### src/rtl/fifo_pkg.sv
// Shared FIFO definitions: depth limits, fill-width helper
// and status-register flag bit positions.
package fifo_pkg;

  localparam int FIFO_MAX_DEPTH_LOG2 = 12;

  localparam int FLAG_NEMPTY = 0;
  localparam int FLAG_FULL   = 1;
  localparam int FLAG_AF     = 2;
  localparam int FLAG_AE     = 3;
  localparam int FLAG_OVF    = 4;
  localparam int FLAG_UDF    = 5;
  localparam int FLAG_COUNT  = 6;

  // Bits needed to count 0..2**depth_log2 inclusive.
  function automatic int fill_width(input int depth_log2);
    return $clog2((1 << depth_log2) + 1);
  endfunction

endpackage

### src/rtl/fifo_ram_sdp.sv
// Simple dual-port RAM: one synchronous write port and one
// synchronous read port with an enable-gated output register.
module fifo_ram_sdp #(
  parameter int W  = 16,
  parameter int AW = 4
) (
  input  logic          clk,
  input  logic          rst,
  input  logic          we,
  input  logic [AW-1:0] waddr,
  input  logic [W-1:0]  wdata,
  input  logic          re,
  input  logic [AW-1:0] raddr,
  output logic [W-1:0]  rdata
);

  logic [W-1:0] mem [2**AW];

  // Storage array, written on accepted writes only.
  always_ff @(posedge clk) begin
    if (we) mem[waddr] <= wdata;
  end

  // Read register holds its value when not enabled.
  always_ff @(posedge clk or posedge rst) begin
    if (rst)     rdata <= '0;
    else if (re) rdata <= mem[raddr];
  end

endmodule

### src/rtl/fifo_same_clock_fwft.sv
// Single-clock first-word-fall-through FIFO with thresholds,
// fill count, flush and sticky errors. Option: FIFO_SAME_CLOCK_FWFT_HWM_EN.
module fifo_same_clock_fwft
  import fifo_pkg::*;
#(
  parameter int DATA_WIDTH = 16,
  parameter int DATA_DEPTH = 4
) (
  input  logic                  clk,
  input  logic                  rst,
  input  logic                  flush,
  input  logic                  we,
  input  logic [DATA_WIDTH-1:0] data_in,
  input  logic                  re,
  output logic [DATA_WIDTH-1:0] data_out,
  output logic                  nempty,
  output logic                  full,
  input  logic [DATA_DEPTH:0]   af_thresh,
  input  logic [DATA_DEPTH:0]   ae_thresh,
  output logic                  almost_full,
  output logic                  almost_empty,
  output logic [DATA_DEPTH:0]   fill,
  input  logic                  clr_err,
  output logic                  overflow,
`ifdef FIFO_SAME_CLOCK_FWFT_HWM_EN
  output logic                  underflow,
  output logic [DATA_DEPTH:0]   hwm
`else
  output logic                  underflow
`endif
);

  localparam int FW = fill_width(DATA_DEPTH);
  localparam logic [FW-1:0] CAP = FW'(1 << DATA_DEPTH);

  logic [DATA_DEPTH-1:0] wr_ptr;
  logic [DATA_DEPTH-1:0] rd_ptr;
  logic [DATA_DEPTH-1:0] rd_ptr_nxt;
  logic [FW-1:0]         fill_q;
  logic [FW-1:0]         fill_pop;
  logic [FW-1:0]         fill_nxt;
  logic                  wa_ok;
  logic                  re_ok;
  logic                  ovf_evt;
  logic                  udf_evt;
  logic                  hd_en;
  logic                  byp_sel;
  logic [DATA_WIDTH-1:0] byp_data;
  logic [DATA_WIDTH-1:0] ram_q;

  // Accept/reject decisions and next occupancy.
  always_comb begin
    re_ok      = re & nempty & ~flush;
    wa_ok      = we & (~full | re_ok) & ~flush;
    ovf_evt    = we & full & ~re_ok & ~flush;
    udf_evt    = re & ~nempty & ~flush;
    fill_pop   = fill_q - FW'(re_ok);
    fill_nxt   = flush ? '0 : fill_pop + FW'(wa_ok);
    rd_ptr_nxt = flush ? '0 : rd_ptr + DATA_DEPTH'(re_ok);
    hd_en      = (fill_nxt != '0);
  end

  // Prefetch the next head so it is ready one cycle later.
  fifo_ram_sdp #(
    .W  (DATA_WIDTH),
    .AW (DATA_DEPTH)
  ) u_ram (
    .clk   (clk),
    .rst   (rst),
    .we    (wa_ok),
    .waddr (wr_ptr),
    .wdata (data_in),
    .re    (hd_en),
    .raddr (rd_ptr_nxt),
    .rdata (ram_q)
  );

  // Pointers and fill counter.
  always_ff @(posedge clk or posedge rst) begin
    if (rst) begin
      wr_ptr <= '0;
      rd_ptr <= '0;
      fill_q <= '0;
    end else begin
      fill_q <= fill_nxt;
      rd_ptr <= rd_ptr_nxt;
      if (flush)      wr_ptr <= '0;
      else if (wa_ok) wr_ptr <= wr_ptr + 1'b1;
    end
  end

  // A word written into an otherwise-empty FIFO bypasses the RAM.
  always_ff @(posedge clk or posedge rst) begin
    if (rst) begin
      byp_sel  <= 1'b0;
      byp_data <= '0;
    end else if (hd_en) begin
      byp_sel  <= wa_ok & (fill_pop == '0);
      byp_data <= data_in;
    end
  end

  assign data_out = byp_sel ? byp_data : ram_q;
  assign fill     = fill_q;

  // Status flags registered from the next fill value.
  always_ff @(posedge clk or posedge rst) begin
    if (rst) begin
      nempty       <= 1'b0;
      full         <= 1'b0;
      almost_full  <= 1'b0;
      almost_empty <= 1'b1;
    end else begin
      nempty       <= (fill_nxt != '0);
      full         <= (fill_nxt == CAP);
      almost_full  <= (fill_nxt >= af_thresh);
      almost_empty <= (fill_nxt <= ae_thresh);
    end
  end

  // Sticky errors; a new event wins over clear.
  always_ff @(posedge clk or posedge rst) begin
    if (rst) begin
      overflow  <= 1'b0;
      underflow <= 1'b0;
    end else begin
      overflow  <= ovf_evt | (overflow & ~clr_err);
      underflow <= udf_evt | (underflow & ~clr_err);
    end
  end

`ifdef FIFO_SAME_CLOCK_FWFT_HWM_EN
  // Peak occupancy since reset, flush or error clear.
  always_ff @(posedge clk or posedge rst) begin
    if (rst)                  hwm <= '0;
    else if (flush | clr_err) hwm <= fill_nxt;
    else if (fill_nxt > hwm)  hwm <= fill_nxt;
  end
`endif

endmodule

### config.mk
export PLATFORM = sky130hd
export DESIGN_NAME = fifo_same_clock_fwft
export DESIGN_NICKNAME = d
export VERILOG_FILES = /design/src/rtl/fifo_pkg.sv /design/src/rtl/fifo_ram_sdp.sv /design/src/rtl/fifo_same_clock_fwft.sv
export SDC_FILE = /design/constraint.sdc
export NUM_CORES = 1
export LEC_CHECK = 0
export CAP_MARGIN = 10
export CORE_UTILIZATION = 50
export CTS_BUF_LIST = sky130_fd_sc_hd__clkbuf_4 sky130_fd_sc_hd__clkbuf_8
export DETAILED_ROUTE_END_ITERATION = 16
export PLACE_DENSITY = 0.68
export SLEW_MARGIN = 5
export SYNTH_ARGS = -nofsm -noshare
export SYNTH_HDL_FRONTEND = slang
export SYNTH_HIERARCHICAL = 1
export SYNTH_SLANG_ARGS = --single-unit
### constraint.sdc
create_clock -name clk -period 4.7 [get_ports clk]
set_clock_uncertainty 0.05 [all_clocks]
set_input_delay 0.705 -clock clk [delete_from_list [all_inputs] [get_ports clk]]
set_output_delay 0.705 -clock clk [all_outputs]
set_load 0.02 [all_outputs]
* After elaboration in Yosys (flattened, before gate mapping)
Memory sizes are Yosys's and may differ from the RTL's. A register that Yosys moved wholly into a read port is not among the register bits.
Cells that the tools add are included.
** Word-level totals
- Flip-flop bits (word level) :: 36
- Memory bits (writable) :: 256
- Input bits :: 32
- Word-level logic and storage cells :: 49
- Memories kept :: 1
** Memories
- u_ram.mem :: depth 16, bits a word 16, read ports 1, clocked after memory_dff 1, write ports 1, RTL line fifo_ram_sdp.sv:17 : logic [W-1:0] mem [2**AW];
** Operators by class
- Add/subtract/negate cells :: 4
- $lt $le $gt $ge :: 2
- Eq/ne operators :: 1
- Muxes and demuxes :: 7
- Bitwise logic cells :: 20
- Reductions and logical operators :: 3
** Operators by type and width (count)
- 16-bit 2-to-1 mux :: 1
- 1-bit bitwise AND :: 12
- 4-bit 2-to-1 mux :: 3
- 5-bit by 1-bit adder with 5-bit output :: 1
- 5-bit == test, second input constant :: 1
- 5-bit >= comparator :: 1
- 5-bit <= comparator :: 1
- 5-bit logical NOT :: 1
- 5-bit 2-to-1 mux :: 1
- 1-bit NOT :: 5
- 5-bit nonzero test :: 1
- 5-bit by 1-bit subtractor with 5-bit output :: 1
- 4-bit by 1-bit adder with 4-bit output :: 1
- 4-bit by 1-bit adder with 4-bit output, second input constant :: 1
- 1-bit OR :: 3
- 1-bit 2-to-1 mux :: 2
- 2-bit nonzero test :: 1

* Longest topological paths before layout
Gate-level depths: netlist (run 1).
- Depth in word-level cells :: 8
- Gate-level depth with buffers :: 17
- Gate-level depth less buffers :: 13

* Hierarchy
The synthesis (run 1) kept the hierarchy.
** Modules (own cells, without submodules)
- fifo_ram_sdp :: instances 1, cells each 453, area each 10467.5 sq um, seq. area each 8087.8 sq um
- fifo_same_clock_fwft :: instances 1, cells each 192, area each 2170.8 sq um, seq. area each 902.1 sq um

* Least setup slack after synthesis (run 1)
Ideal clock, no wire load.
- Path type :: input -> register
- Start :: input port flush
- End :: register u_ram.rdata[10] (read register of u_ram.mem)
- Library setup time :: 0.151 ns
- Arrival time :: 4.064 ns
- Data required time :: 4.499 ns
- Slack :: 0.435 ns
- Stages :: 17
- Path buffers :: 5
- Cells stage by stage :: clkbuf_1 nand3b_1 inv_1 ha_1 ha_1 inv_1 ha_1 xnor3_2 nand2_2 nor2b_2 a221oi_4 buf_12 clkbuf_1 and2_1 buf_1 buf_2 a221oi_2
** On the way
- Longest elaborated chain between the ends :: 8
- Elaborated cells on any way between the ends :: 11
** RTL lines
- from (decl) :: RTL line fifo_same_clock_fwft.sv:11 : input logic flush,
- branches (longest 6 deep; another with 5-bit by 1-bit subtractor with 5-bit output)
- 5-bit 2-to-1 mux * :: RTL line fifo_same_clock_fwft.sv:58 : fill_nxt = flush ? '0 : fill_pop + FW'(wa_ok);
- 5-bit nonzero test * :: RTL line fifo_same_clock_fwft.sv:60 : hd_en = (fill_nxt != '0);
- named net hd_en :: RTL line fifo_same_clock_fwft.sv:46 : logic hd_en;
- to (decl) :: RTL line fifo_ram_sdp.sv:14 : output logic [W-1:0] rdata
Mark *: on every way through the listed nets, which the timed path passes.
A chain may end at the register's enable or synchronous reset.

* Worst setup path after layout (run 1)
- Start :: input port flush
- End :: register byp_data[3]
** On the way
- Longest elaborated chain between the ends :: 8
- Elaborated cells on any way between the ends :: 9
** RTL lines
- 1-bit NOT * :: RTL line fifo_same_clock_fwft.sv:53, fifo_same_clock_fwft.sv:54
- 1-bit bitwise AND :: RTL line fifo_same_clock_fwft.sv:53 : re_ok = re & nempty & ~flush;
- 1-bit OR :: RTL line fifo_same_clock_fwft.sv:54 : wa_ok = we & (~full | re_ok) & ~flush;
- 1-bit bitwise AND :: RTL line fifo_same_clock_fwft.sv:54
- 1-bit bitwise AND * :: RTL line fifo_same_clock_fwft.sv:54
- named net wa_ok :: RTL line fifo_same_clock_fwft.sv:42 : logic wa_ok;
- 5-bit by 1-bit adder with 5-bit output * :: RTL line fifo_same_clock_fwft.sv:58
- 5-bit 2-to-1 mux * :: RTL line fifo_same_clock_fwft.sv:58
- 5-bit nonzero test * :: RTL line fifo_same_clock_fwft.sv:60
- to (signal assigned) :: RTL line fifo_same_clock_fwft.sv:99 : byp_data <= data_in;
- to (decl) :: RTL line fifo_same_clock_fwft.sv:48 : logic [DATA_WIDTH-1:0] byp_data;
The timed path passes the listed nets; every way through them passes the cells marked *.

==> impl_metrics.toml, run 1 <==
[logic_synthesis]
synth-seq-cells = 308
syn_inst = 645
synth_ff_type = "edfxtp_1"
synth_cell_types = 49
synth_enable_flop_cells = 256
ys_seq_area_share_pct = 71.1
syn-num-nets = 695
syn_avg_cell_area_um2 = 19.6
yosysWarnings = 6
async_flop_share_pct = 16.9
synth.cell_area_mm2 = 0.0126

[hold_path]
min_from = "byp_data[0]"
hold_path_depth = 1
hold_end = "byp_data[0]"
hold_path_class = "flip-flop to flip-flop"

[sta]
fin_crit_ns = 3.49
fmax_ghz = 0.286
slew_headroom_pct = 35.6
tns_ns = 0
rsz0062_at_grt = "no"
timing.final.crit_share_pct = 74.3
tightestPinTransition_ns = 0.963
hold_violations = 0
setup_viol = 0
final_max_slew_viol_count = 0

[clock_tree]
clock_latency_ns = 0.56
htreeDepth = 2
cts_tree = "built"
clk_pin_slew_ns = 0.06
cts_resized = 0
cts_hold_buf = 0
cts_root_buf = "clkbuf_8"
cts.sinks = 308
numCtsBuffers = 48
cts_max_path_buffers = 3
postCtsSetupRepairBufs = 0

[floorplan]
die_y_um = 161
ios = 59
fp.dieW_um = 161
rows = 57
dieArea_mm2 = 0.0259
start_util_pct = 51.5
coreArea_mm2 = 0.0245

[critical_path]
crit_path_max_fanout = 50
crit_arrival_ns = 3.89
crit_chain = "clkdlybuf4s50_1 -> buf_4 -> nand2b_1 -> a21oi_1 -> buf_4 -> ha_1 -> ha_1 -> xor2_1 -> o22ai_1 -> xnor2_1 -> a221oi_4 -> buf_12 -> mux2_2"
worstSetupEndpointType = "flip-flop"
cpPeakStageDelay_ns = 0.47
path_class = "input pin to flip-flop"
path_delay_family = "buffers and inverters"
crit_buf_inv = 4
reg2reg_from = "nempty"
rr_worst_depth = 12
crit_path_top_delay_cell = "clkdlybuf4s50_1"
worstPathRequired_ns = 5.10
r2r_end = "byp_data[3]"
crit_path_start_kind = "input pin"
reg2reg_slack_ns = 1.45

[power_and_ir_drop]
p_per_area_mw_per_mm2 = 465
p_int_mw = 5.02
swShare_pct = 26.4
comb_power_share_pct = 18.6
switchingPower_mw = 1.80
clkPwrFrac_pct = 33.2
seqPwrFrac_pct = 48.2
p_leak_nw = 5.01
peakVddDrop_uv = 282

[flow_run]
max-cap-violations = 0

[route]
dr_total_vias = 6388
drt_pass1_iterations = 5
wirelength_um = 27000
wl_per_cell_um = 24.4
drt_iter0_drc = 483
via_per_inst = 5.75
final_antenna_net_count = 0
drc = 0

[global_route]
grt_pass1_wl_um = 41100
antenna_found_initial = 0
gr-total-overflow = 0
track_usage_pct = 21.7
grt_max_degree = 66
grt_pass1_vias = 6873

[placed_design]
portBuffers = 58
dp.final_hpwl_um = 16200
routabilityCongestion = 0.807

[finish]
diodes = 0
drive_gt1_share_pct = 29.5
synthToLayoutAreaGrowth_pct = 16.1
fin_util_pct = 59.8
fin_nets = 798

[outcome]
outcome = "complete, no violations"
-- registers in the layout (all words and copies together), names as in the netlist --
signal,flops
almost_empty,1
almost_full,1
byp_data,16
byp_sel,1
fill,5
full,1
nempty,1
overflow,1
rd_ptr,4
u_ram/mem,256
u_ram/rdata,16
underflow,1
wr_ptr,4
-- layout by cell type, fill, tap and decap left out, types with 2 or more instances in the layout --
master,instances
edfxtp_1,256
clkdlybuf4s50_1,58
clkbuf_8,57
mux4_2,55
dfrtp_1,51
nor2_1,28
mux2_2,24
buf_4,24
inv_1,21
o22ai_1,19
ha_1,18
mux2i_1,17
a221oi_2,14
clkinv_1,10
clkbuf_4,10
nand2_1,9
nor2_2,9
mux4_1,9
nand2b_1,8
mux2_4,8
xnor2_1,7
clkinv_2,7
xor2_1,5
nand3_1,5
nor2b_1,4
nand3b_1,4
a21o_1,4
buf_12,4
nor3_2,4
o21ai_0,3
o21a_1,3
nor3_1,2
a21oi_1,2
nor2_4,2
nand4_1,2
a221oi_1,2
-- worst max path at each step --
stage | start | endpoint | slack (ns) | depth (start not counted)
detailed placement | flush | byp_data[15] | 0.66 | 13
finish | flush | byp_data[3] | 1.21 | 13
global placement | flush | byp_data[3] | 0.78 | 13
global route | flush | byp_data[15] | 1.09 | 13
CTS | flush | byp_data[15] | 1.24 | 13
floorplan | flush | u_ram/rdata[10] | 0.43 | 17
-- kinds of logic after synthesis --
| family | Yosys count | synth area share [%] |
|---|---|---|
| AOI/OAI and AO/OA | 52 | 3.86 |
| xor gates and xnor gates | 13 | 1.02 |
| adders and majority gates | 18 | 1.78 |
| buffers and inverters | 54 | 2.71 |
| DFF | 308 | 71.1 |
| muxes | 113 | 16.1 |
| and+or+nand+nor | 87 | 3.39 |
-- cell usage after synthesis, drive strengths merged (3+ instances only) --
cell    count  area (µm²)
a221oi     17         254
inv        21        78.8
edfxtp    256        7690
mux2       32         390
nor2b       6        40.0
o22ai      20         131
nor3        6        30.0
a21o        4        30.0
mux4       64        1480
buf        24         230
dfrtp      51        1280
ha         18         225
xnor2       7        61.3
nand2b      8        50.1
mux2i      17         170
xor2        5        43.8
nand3       5        25.0
nand3b      4        30.0
nand2      10        40.0
o21ai       3        15.0
o21a        3        22.5
clkbuf      9        33.8
nor2       39         146
-- power by group through the flow --
stage / registers [mW] / logic (mW) / clock network [mW]
after floorplan: 3.29 / 0.838 / 0
after global placement: 3.33 / 1.24 / 0
after detailed placement: 3.34 / 1.28 / 0
after CTS: 3.29 / 1.28 / 2.32
after global routing: 3.31 / 1.35 / 2.44
final: 3.29 / 1.27 / 2.27
-- routing by layer --
layer / share of wire, % / up-vias / track usage, %
met1: 44 / 3329 / 30.0
met3: 5.6 / 47 / 4.37
met4: 2.1 / 0 / 6.35
met2: 49 / 213 / 35.2
li1: - / 2799 / -
met5: 0 / - / 0
-- cell type report --
class,instances,area [µm²]
Fill cell,1794,9860
Sequential cell,308,8990
Multi-Input combinational cell,283,3370
Clock buffer,67,860
Timing Repair Buffer,86,841
Tap cell,324,405
Clock inverter,21,130
Inverter,21,78.8
-- through the flow --
| step | std cells | cell area (µm²) | power [mW] | hold slack [ns] | setup WS (ns) |
|---|---|---|---|---|---|
| floorplan | 645 | 12600 | 4.13 | 0.425 | 0.435 |
| finish | 1110 | 14700 | 6.82 | 0.454 | 1.21 |
| detailed placement | 1022 | 13700 | 4.61 | 0.442 | 0.662 |
| global route | 1110 | 14700 | 7.09 | 0.468 | 1.09 |
| global placement | 1022 | 13700 | 4.57 | 0.435 | 0.784 |
| CTS | 1110 | 14700 | 6.89 | 0.455 | 1.24 |
Power figures use the tool's default switching activity.
==> inputs of run 2 (changes only) <==
clock period = 3.5 ns   (was 4.7 ns; I/O delays follow)
==> run 2 against run 1 <==
Die area unchanged. Count of clock-buffer cells in the layout decreased by 3. Combinational power increased by 40%. Register-to-register slack got worse by 0.95 ns. Design area increased by 1.2%. Core utilization increased by 0.71 points. Global-route usage increased by 0.17 points. Sequential power increased by 33%. Wire length increased by 0.28%. Largest power group unchanged. Clock power increased by 24%. Flip-flop and latch count unchanged.
==> impl_metrics.toml, run 2 (same netlist as run 1, synthesis figures left out) <==
[finish]
final_cell_mix = "edfxtp_1 (256), clkdlybuf4s50_1 (58), mux4_2 (55), dfrtp_1 (51), clkbuf_8 (49)"
final_common_cell = "edfxtp_1"
synthToLayoutAreaGrowth_pct = 17.5
largest_reg_flops = 256
diodes = 0
fillers = 1795
regMostFlops = "u_ram/mem"
drive_gt1_share_pct = 30.5
fin_nets = 816
fin_util_pct = 60.5
top_regs = "u_ram/mem x256, byp_data x16, u_ram/rdata x16"

[clock_tree]
cts_max_path_buffers = 3
cts_hold_buf = 0
postCtsSetupRepairBufs = 0
cts_tree = "built"
numCtsBuffers = 49
cts_resized = 0
clk_pin_slew_ns = 0.06
cts.sinks = 308
clock_latency_ns = 0.57
cts_root_buf = "clkbuf_8"
htreeDepth = 2

[power_and_ir_drop]
peakVddDrop_uv = 488
power_mw = 8.98
p_per_area_mw_per_mm2 = 605
p_leak_nw = 5.09

[route]
final_antenna_net_count = 0
wl_per_cell_um = 24.0
dr_total_vias = 6548
wirelength_um = 27100
via_per_inst = 5.80
drc = 0
drt_iter0_drc = 436
drt_pass1_iterations = 5

[critical_path]
crit_path_start_kind = "flip-flop"
crit_start = "byp_sel"
setup.worst_path.end = "data_out[8]"
crit_arrival_ns = 2.48
r2r_end = "u_ram/rdata[4]"
reg2reg_from = "nempty"
path_class = "flip-flop to output pin"
crit_path_max_fanout = 9
worstSetupEndpointType = "output pin"
rr_worst_depth = 13
reg2reg_slack_ns = 0.50
worstPathRequired_ns = 2.92

[global_route]
grt_pass1_wl_um = 41200
gr-total-overflow = 0
grt_pass1_vias = 7012
track_usage_pct = 21.9
grt_max_degree = 33
antenna_found_initial = 0

[sta]
final_max_slew_viol_count = 0
rsz0062_at_grt = "no"
slew_headroom_pct = 43.4
fmax_ghz = 0.327
tightestPinTransition_ns = 0.842
setup_viol = 0
timing.final.crit_share_pct = 87.3
hold_violations = 0
fin_crit_ns = 3.06

[placed_design]
routabilityCongestion = 0.885
portBuffers = 58
dp.final_hpwl_um = 17100

[outcome]
outcome = "complete, no violations"

[floorplan]
fp.dieW_um = 161
coreArea_mm2 = 0.0245
start_util_pct = 51.5
dieArea_mm2 = 0.0259
die_y_um = 161
rows = 57
ios = 59

[flow_run]
max-cap-violations = 0

[hold_path]
hold_path_class = "input pin to async pin"
==> run 2: worst min path at each step <==
stage | from | end
global placement | byp_data[13] | byp_data[13]
detailed placement | byp_data[6] | byp_data[6]
finish | rst | byp_data[13]
global route | rst | byp_data[0]
floorplan | rst | u_ram/rdata[0]
CTS | rst | byp_data[10]
==> run 2: where the power goes <==
group | internal, mW | switching (mW) | total [mW]
clock | 1.48 | 1.34 | 2.81
combinational | 0.897 | 0.879 | 1.78
sequential | 4.23 | 0.164 | 4.39
==> run 2: area by class of cell <==
| cell class | instances | area, µm² | area share, % |
|---|---|---|---|
| repair buffers | 103 | 1080 | 7.28 |
| inverters | 21 | 78.8 | 0.531 |
| well taps | 324 | 405 | 2.73 |
| clock buffers | 64 | 787 | 5.30 |
| clock inverters | 25 | 120 | 0.809 |
| multi-input cells | 283 | 3390 | 22.8 |
| flip-flops and latches | 308 | 8990 | 60.5 |
==> run 2: critical path, cell delays in order (launching register included) <==
cell and delay [ns]:
dfrtp_1 0.63, buf_4 0.30, mux2_2 0.41, clkdlybuf4s50_1 0.57
==> run 2: per-stage QoR <==
stage / hold WS [ns] / instance area (µm²) / setup TNS (ns) / instances / setup slack [ns]
after floorplan: 0.389 / 12700 / 0 / 645 / 0.00631
after global placement: 0.435 / 13900 / 0 / 1039 / 0.0228
after detailed placement: 0.442 / 13900 / -1.27 / 1039 / -0.0860
after CTS: 0.256 / 14900 / 0 / 1128 / 0.398
after global routing: 0.310 / 14900 / 0 / 1128 / 0.298
final: 0.270 / 14900 / 0 / 1128 / 0.445
==> run 2: per-layer routing <==
layer  track usage [%]  vias up  wire (µm)
li1                  -     2854          -
met1              29.1     3413      11200
met2              36.3      227      13600
met3              3.54       54       1550
met4              8.70        0        792
met5                 0        -          0
==> inputs of run 3 (changes only) <==
MAX_ROUTING_LAYER = met4   (was unset)
==> run 3 against run 2 <==
Global-route usage grew 0.70 points. Critical path depth is the same. Final cell count is the same. Combinational power is essentially flat. First-iteration DRC count grew 1.8%. Power is essentially flat. Largest power group unchanged. Highest routed layer unchanged.
==> impl_metrics.toml, run 3 (same netlist as run 1, synthesis figures left out) <==
[outcome]
outcome = "complete, no violations"

[clock_tree]
cts_root_buf = "clkbuf_8"
numCtsBuffers = 49
cts_hold_buf = 0
cts_tree = "built"
htreeDepth = 2
postCtsSetupRepairBufs = 0
cts_resized = 0
clock_latency_ns = 0.57
cts_max_path_buffers = 3
clk_pin_slew_ns = 0.06
cts.sinks = 308

[finish]
regMostFlops = "u_ram/mem"
diodes = 0
drive_gt1_share_pct = 30.5
final_common_cell = "edfxtp_1"
top_regs = "u_ram/mem x256, byp_data x16, u_ram/rdata x16"
largest_reg_flops = 256
fin_nets = 816
fin_util_pct = 60.5
finalNonFillerCells = 1128
final_cell_mix = "edfxtp_1 (256), clkdlybuf4s50_1 (58), mux4_2 (55), dfrtp_1 (51), clkbuf_8 (49)"
final_area_mm2 = 0.0149
synthToLayoutAreaGrowth_pct = 17.5

[route]
dr_total_vias = 6552
final_antenna_net_count = 0
via_per_inst = 5.81
drt_iter0_drc = 444
drt_pass1_iterations = 5
wirelength_um = 27100
drc = 0
wl_per_cell_um = 24.0

[power_and_ir_drop]
power_mw = 8.98
p_per_area_mw_per_mm2 = 604
p_leak_nw = 5.09
comb_power_share_pct = 19.8
swShare_pct = 26.5
switchingPower_mw = 2.37
p_int_mw = 6.60
clkPwrFrac_pct = 31.3
seqPwrFrac_pct = 48.9
peakVddDrop_uv = 487

[placed_design]
routabilityCongestion = 0.899
portBuffers = 58
dp.final_hpwl_um = 17100
place_inst = 1039
placed_area_mm2 = 0.0139

[critical_path]
crit_path_top_delay_cell = "dfrtp_1"
crit_path_start_kind = "flip-flop"
worstSetupEndpointType = "output pin"
crit_arrival_ns = 2.49
crit_chain = "buf_4 -> mux2_2 -> clkdlybuf4s50_1"
path_class = "flip-flop to output pin"
worstPathRequired_ns = 2.92
crit_path_max_fanout = 9
cpPeakStageDelay_ns = 0.64

[floorplan]
coreArea_mm2 = 0.0245
start_util_pct = 51.5
fp.dieW_um = 161
dieArea_mm2 = 0.0259
ios = 59
die_y_um = 161
rows = 57

[global_route]
grt_pass1_wl_um = 41300
grt_pass1_vias = 6997
antenna_found_initial = 0
gr-total-overflow = 0
track_usage_pct = 22.6
grt_max_degree = 33

[sta]
fin_crit_ns = 3.06
final_max_slew_viol_count = 0
timing.final.crit_share_pct = 87.4
tns_ns = 0
rsz0062_at_grt = "no"
slew_headroom_pct = 43.2
tightestPinTransition_ns = 0.845
setup_viol = 0
fmax_ghz = 0.327
hold_violations = 0

[hold_path]
hold_path_class = "input pin to async pin"

[flow_run]
max-cap-violations = 0
==> run 3: metrics by stage <==
step	setup WS (ns)	hold slack [ns]
global route	0.298	0.310
floorplan	0.00631	0.389
detailed placement	-0.0860	0.442
finish	0.439	0.270
global placement	0.0228	0.435
CTS	0.398	0.256
==> run 3: routing by layer <==
layer	GRT usage (%)	part of all wire, %
met3	3.47	4.8
met2	36.3	50
met4	8.70	3.1
met5	-	0
met1	29.2	42
==> run 3: critical path, delay by kind of cell, from the launching register on <==
family	cells	cell delay [ns]
buf+inv	2	0.87
flops	1	0.64
mux	1	0.41
==> run 3: final timing paths <==
check                      cells after the start           end          from  slack (ns)
min in group clk                               1  byp_data[14]  byp_data[14]        0.46
min reg2reg                                    1  byp_data[14]  byp_data[14]        0.46
max reg2reg                                   12  byp_data[13]        nempty        0.50
max                                            3   data_out[8]       byp_sel        0.44
max in group asynchronous                      3  almost_empty           rst        2.33
min                                            2  byp_data[13]           rst        0.27
==> run 3: area by class of cell <==
class	instances	area (µm²)
clock buffers	64	787
clock inverters	25	120
fillers	1795	9680
inverters	21	78.8
multi-input cells	283	3390
flip-flops and latches	308	8990
well taps	324	405
repair buffers	103	1080
==> run 3: power by group through the flow <==
stage          combinational [mW]  clock, mW  sequential (mW)
2_1_floorplan                1.14          0             4.42
3_3_place_gp                 1.74          0             4.45
3_5_place_dp                 1.79          0             4.46
4_1_cts                      1.80       2.89             4.39
5_1_grt                      1.89       3.04             4.42
6_report                     1.78       2.81             4.39
==> RTL edit 1: new RTL, flow settings as in run 3 <==
Add a define of `FIFO_SAME_CLOCK_FWFT_HWM_EN`.
--- a/src/rtl/fifo_same_clock_fwft.sv
+++ b/src/rtl/fifo_same_clock_fwft.sv
@@ -2,2 +2,4 @@
 // fill count, flush and sticky errors. Option: FIFO_SAME_CLOCK_FWFT_HWM_EN.
+`define FIFO_SAME_CLOCK_FWFT_HWM_EN
+
 module fifo_same_clock_fwft
Formal check against the unedited RTL (old outputs only; new: hwm): equivalent (Yosys induction, for registers that start in step).
==> RTL edit 1 against run 3 <==
- first-iteration DRC count increased by 19%
- sequential cell count increased by 5
- synthesized cell count increased by 3.9%
- final area increased by 3.5%
- worst hold slack improved by 0.15 ns
- sequential share of layout area decreased by 1.2 points
- routed wire length increased by 3.9%
- area after synthesis increased by 2.0%
- global-route usage increased by 0.38 points
- worst setup slack got worse by 0.30 ns
- total power increased by 5.3%
==> RTL edit 1: results (changes against run 3) <==
run_status: "completed"  # unchanged
grt_use_total_pct: 22.9  # was 22.6%
timing.reg2reg.worst_path_depth: 14  # was 12
ys_types: 52  # was 49
dp_worst_setup_slack_ns: -0.365  # was -0.0860 ns
fin_cells: 1191  # was 1128
drtPass1Iterations: 4  # was 5
num-fill-cells: 1832  # was 1795
dpl.cell_count: 1100  # was 1039
ctsHtreeMaxLevel: 2  # unchanged
drive_above_1_share_pct: 32.3  # was 30.5%
drt-initial-drc-count: 529  # was 444
clock_insertion_delay_worst_skew_ns: 0.56
dp_hpwl_mm: 18.1  # was 17.1 mm
maxSlewHeadroom_pct: 33.8  # was 43.2%
critical_path_arrival_ns: 3.75  # was 2.49 ns
net_count_after_synthesis: 724  # was 695
power.leakage_nw: 5.36  # was 5.09 nW
grt_pass1_vias: 7290  # was 6997
route.detailed.wl_per_inst_um: 23.6  # was 24.0 um
vias: 6800  # was 6552
worst-path-max-fanout: 5  # was 9
netlist_top_cells_count: "edfxtp_1, dfrtp_1, mux4_2"  # was edfxtp_1, mux4_2, dfrtp_1
synth-async-reset-ratio_pct: 18.2  # was 16.9%
synth_seq_area_share_pct: 70.7  # was 71.1%
synth_cells: 670  # was 645
ctsLongestPathBuffers: 3  # unchanged
antenna-diode-count: 0  # unchanged
yosysWarningCount: 6  # unchanged
peak_supply_drop_v: 0.000496  # was 0.000487 V
grt_start_max_net_pins: 42  # was 33
design.final.nets: 875  # was 816
clock_pin_slew_of_the_registers_on_the_worst_case_setup_and_hold_paths_ns: 0.06  # about the same
clk_root_buffer_cell: "clkbuf_8"  # unchanged
post_cts_buffers: 0  # unchanged
rd_place_congestion: 0.866  # was 0.899
synth.area.top_cells: "edfxtp_1, dfrtp_1, mux4_2"  # unchanged
worst_hold_path_type: "primary input to asynchronous set/reset pin"  # unchanged
grt_first_pass_wirelength_mm: 42.8  # was 41.3 mm
io_buffer_count: 63  # was 58
-- RTL edit 1: changes by cell type after synthesis, moves of 3 or more --
| cell | before | now |
|---|---|---|
| nor2b_1 | 5 | 8 |
| dfrtp_1 | 51 | 56 |
| mux2_2 | 24 | 28 |
| a21o_1 | 4 | 1 |
| inv_1 | 21 | 27 |
| ha_1 | 18 | 22 |
-- RTL edit 1: worst max-delay path, cell delays in order --
cell             delay, ns
clkdlybuf4s50_1       0.48
inv_1                 0.08
nor3b_4               0.20
ha_2                  0.21
ha_2                  0.27
inv_2                 0.08
ha_4                  0.20
nor2b_1               0.15
ha_1                  0.30
nor2b_1               0.15
o21a_1                0.19
o21ai_1               0.19
a21oi_1               0.12
nor3_2                0.11
buf_4                 0.16
mux2_2                0.33
-- RTL edit 1: stage by stage --
stage | power [W] | cell area, um2
floorplan | 0.00576 | 13000
CTS | 0.00950 | 15400
detailed placement | 0.00658 | 14400
finish | 0.00945 | 15400
global placement | 0.00650 | 14400
global route | 0.00983 | 15400
-- RTL edit 1: timing repair --
item / in CTS / in global routing
hold buffers: 0 / 0
endpoints found under the setup margin: 0 / 5
gates resized for setup: 0 / 4
-- RTL edit 1: layout make-up --
cell class              count  area share [%]
repair buffers            133            8.42
well taps                 330            2.69
multi-input cells         297            22.9
clock buffers              67            5.35
flip-flops and latches    313            59.3
clock inverters            24           0.700
inverters                  27           0.659
-- RTL edit 1: cell families (layout without fill, tap and decap cells) --
logic type	count (synthesis)	count (layout)	share of synthesized area, %
fa+ha+maj	22	22	2.14
simple gates	91	91	3.44
flops	313	313	70.7
compound gates	53	53	3.68
mux	118	118	16.2
buf+inv	60	251	2.87
xor+xnor	13	13	0.942
-- RTL edit 1: per-layer routing --
metal / GRT usage, % / up-vias / share of wire [%]
li1: - / 2974 / -
met1: 30.7 / 3532 / 44
met2: 36.1 / 239 / 48
met3: 4.10 / 55 / 5.7
met4: 7.18 / 0 / 2.5
met5: - / - / 0
-- RTL edit 1: path summary, 6_finish.rpt --
path	startpoint	endpoint	slack [ns]
min	rst	u_ram/rdata[13]	0.42
max in group asynchronous	rst	byp_data[14]	2.26
max	re	hwm[3]	0.14
min reg2reg	byp_data[15]	byp_data[15]	0.45
min in group clk	byp_data[15]	byp_data[15]	0.45
max reg2reg	nempty	hwm[3]	0.19
-- RTL edit 1: where the power goes --
group	switching (W)	internal, W	leakage (nW)
combinational	0.00101	0.00103	1.86
sequential	0.000195	0.00430	3.01
clock	0.00138	0.00153	0.495
==> RTL edit 2: new RTL, settings of run 3 <==
Without the edit above. Add an input register stage for `af_thresh` and `ae_thresh`, with the module's reset; this delays them by one clock. The other inputs are not delayed to match.
--- a/src/rtl/fifo_same_clock_fwft.sv
+++ b/src/rtl/fifo_same_clock_fwft.sv
@@ -34,2 +34,15 @@
   localparam logic [FW-1:0] CAP = FW'(1 << DATA_DEPTH);
+
+  logic [DATA_DEPTH:0] af_thresh_q;
+  logic [DATA_DEPTH:0] ae_thresh_q;
+
+  always_ff @(posedge clk or posedge rst) begin
+    if (rst) begin
+      af_thresh_q <= '0;
+      ae_thresh_q <= '0;
+    end else begin
+      af_thresh_q <= af_thresh;
+      ae_thresh_q <= ae_thresh;
+    end
+  end
 
@@ -115,4 +128,4 @@
       full         <= (fill_nxt == CAP);
-      almost_full  <= (fill_nxt >= af_thresh);
-      almost_empty <= (fill_nxt <= ae_thresh);
+      almost_full  <= (fill_nxt >= af_thresh_q);
+      almost_empty <= (fill_nxt <= ae_thresh_q);
     end
Formal check against the unedited RTL: not equivalent (a bounded check fails within 4 cycles, from zero or initial values and one cycle with rst high).
==> RTL edit 2 against run 3 <==
- sequential cell count rose by 10
- global-route usage fell by 0.34 points
- total power rose by 8.7%
- routed wire length fell by 0.30%
- worst setup slack got worse by 0.011 ns
- final area rose by 3.2%
- first-iteration DRC count rose by 13%
- area after synthesis rose by 2.0%
- sequential power rose by 3%
- critical path type is now primary input to flop
- critical endpoint is now byp_data[12]
- largest cell class unchanged
==> RTL edit 2: results (changes against run 3) <==
critPathTopFamily: "buffers and inverters"  # unchanged
power.leakage_nw: 5.34  # was 5.09 nW
rr_endpoint: "byp_data[12]"  # was byp_data[13]
initial_antenna_violation_count: 0  # unchanged
cap_violations: 0  # unchanged
maxSlewHeadroom_pct: 29.2  # was 43.2%
synth-async-reset-ratio_pct: 19.5  # was 16.9%
ctsLongestPathBuffers: 3  # unchanged
rd_place_congestion: 0.773  # was 0.899
cts-resized-gates: 0  # unchanged
dpl.cell_count: 1063  # was 1039
hold-path-endpoint: "ae_thresh_q[2]"
antenna-diode-count: 0  # unchanged
crit_slowest_cell: "clkdlybuf4s50_1"  # was dfrtp_1
grt_use_total_pct: 22.2  # was 22.6%
ff_to_ff_start: "nempty"  # unchanged
worst_hold_path_type: "primary input to flop"  # was primary input to asynchronous set/reset pin
hold_viol: 0  # unchanged
post_cts_buffers: 0  # unchanged
holdPathStages: 1
synth-main-ff-cell: "edfxtp_1"  # unchanged
io_buffer_count: 58  # unchanged
postSynthAreaPerCell_um2: 19.7  # was 19.6 um2
synth_edf_count: 256  # unchanged
cts_made_buffers: 51  # was 49
drive_above_1_share_pct: 31.3  # was 30.5%
vias: 6643  # was 6552
synth_seq_area_share_pct: 71.7  # was 71.1%
num-fill-cells: 1801  # was 1795
clock_insertion_delay_worst_skew_ns: 0.58
largest_registers: "u_ram/mem x256, byp_data x16, u_ram/rdata x16"  # unchanged
timing.reg2reg.worst_path_depth: 12  # unchanged
r2r_setup_slack_ns: 0.47  # was 0.50 ns
fin_cells: 1158  # was 1128
drt-initial-drc-count: 501  # was 444
peak_supply_drop_v: 0.000370  # was 0.000487 V
netlist_top_cells_count: "edfxtp_1, dfrtp_1, mux4_2"  # was edfxtp_1, mux4_2, dfrtp_1
net_count_after_synthesis: 705  # was 695
cp_slowest_stage_delay_ns: 0.48  # was 0.64 ns
yosysWarningCount: 6  # unchanged
clk_root_buffer_cell: "clkbuf_8"  # unchanged
grt_pass1_vias: 7009  # was 6997
route.detailed.wl_per_inst_um: 23.3  # was 24.0 um
clock_pin_slew_of_the_registers_on_the_worst_case_setup_and_hold_paths_ns: 0.06  # about the same
design.final.nets: 836  # was 816
grt_first_pass_wirelength_mm: 41.4  # was 41.3 mm
run_status: "completed"  # unchanged
grt_start_max_net_pins: 47  # was 33
worst-path-max-fanout: 32  # was 9
drtPass1Iterations: 5  # unchanged
ctsHtreeMaxLevel: 2  # unchanged
hold_path.startpoint: "ae_thresh[2]"
dp_hpwl_mm: 16.3  # was 17.1 mm
critical_path_arrival_ns: 3.47  # was 2.49 ns
ys_types: 49  # unchanged
synth.area.top_cells: "edfxtp_1, dfrtp_1, mux4_2"  # unchanged
[RTL edit 2: power breakdown]
| group | switching (W) | internal (W) |
|---|---|---|
| Sequential | 0.000156 | 0.00435 |
| Clock | 0.00141 | 0.00203 |
| Combinational | 0.000898 | 0.000910 |
| Total | 0.00246 | 0.00729 |
[RTL edit 2: final cells by class]
cell class	count	area [um2]	area share, %
Sequential cell	318	9240	60.3
Multi-Input combinational cell	283	3370	22.0
Timing Repair Buffer	111	1070	6.96
Clock buffer	76	946	6.17
Tap cell	330	413	2.70
Clock inverter	19	201	1.32
Inverter	21	78.8	0.515
[RTL edit 2: layer usage]
layer / wire [um] / global-route usage [%] / vias to the layer above
li1: - / - / 2902
met1: 11500 / 29.4 / 3457
met2: 13300 / 35.4 / 234
met3: 1610 / 3.39 / 50
met4: 574 / 7.73 / 0
met5: 0 / - / -
[RTL edit 2: worst max path at each step]
stage | start | endpoint | slack [ns] | depth (start not counted)
finish | flush | byp_data[12] | 0.43 | 13
global route | flush | almost_empty | 0.24 | 15
CTS | flush | almost_empty | 0.47 | 15
detailed placement | flush | byp_data[2] | -0.13 | 11
global placement | flush | byp_data[3] | -0.04 | 13
floorplan | flush | u_ram/rdata[10] | 0.006 | 17
[RTL edit 2: cells by family (layout without fill, tap and decap cells)]
group | after synthesis | in the layout | synth area share (%)
xor gates and xnor gates | 13 | 13 | 1.00
buffers and inverters | 54 | 227 | 2.66
and+or+nand+nor | 87 | 87 | 3.32
DFF | 318 | 318 | 71.7
AOI/OAI and AO/OA | 52 | 52 | 3.79
adders and majority gates | 18 | 18 | 1.75
muxes | 113 | 113 | 15.8
[RTL edit 2: metrics by stage]
step | util, % | setup TNS [ns] | area [um2] | hold slack [ns] | setup slack [ns]
5_1_grt | 60.7 | 0 | 15300 | 0.331 | 0.241
3_3_place_gp | 56.1 | -0.277 | 14200 | 0.434 | -0.0392
2_1_floorplan | - | 0 | 12900 | 0.389 | 0.00630
6_report | 60.7 | 0 | 15300 | 0.345 | 0.429
3_5_place_dp | 56.1 | -2.11 | 14200 | 0.442 | -0.129
4_1_cts | 60.7 | 0 | 15300 | 0.313 | 0.471
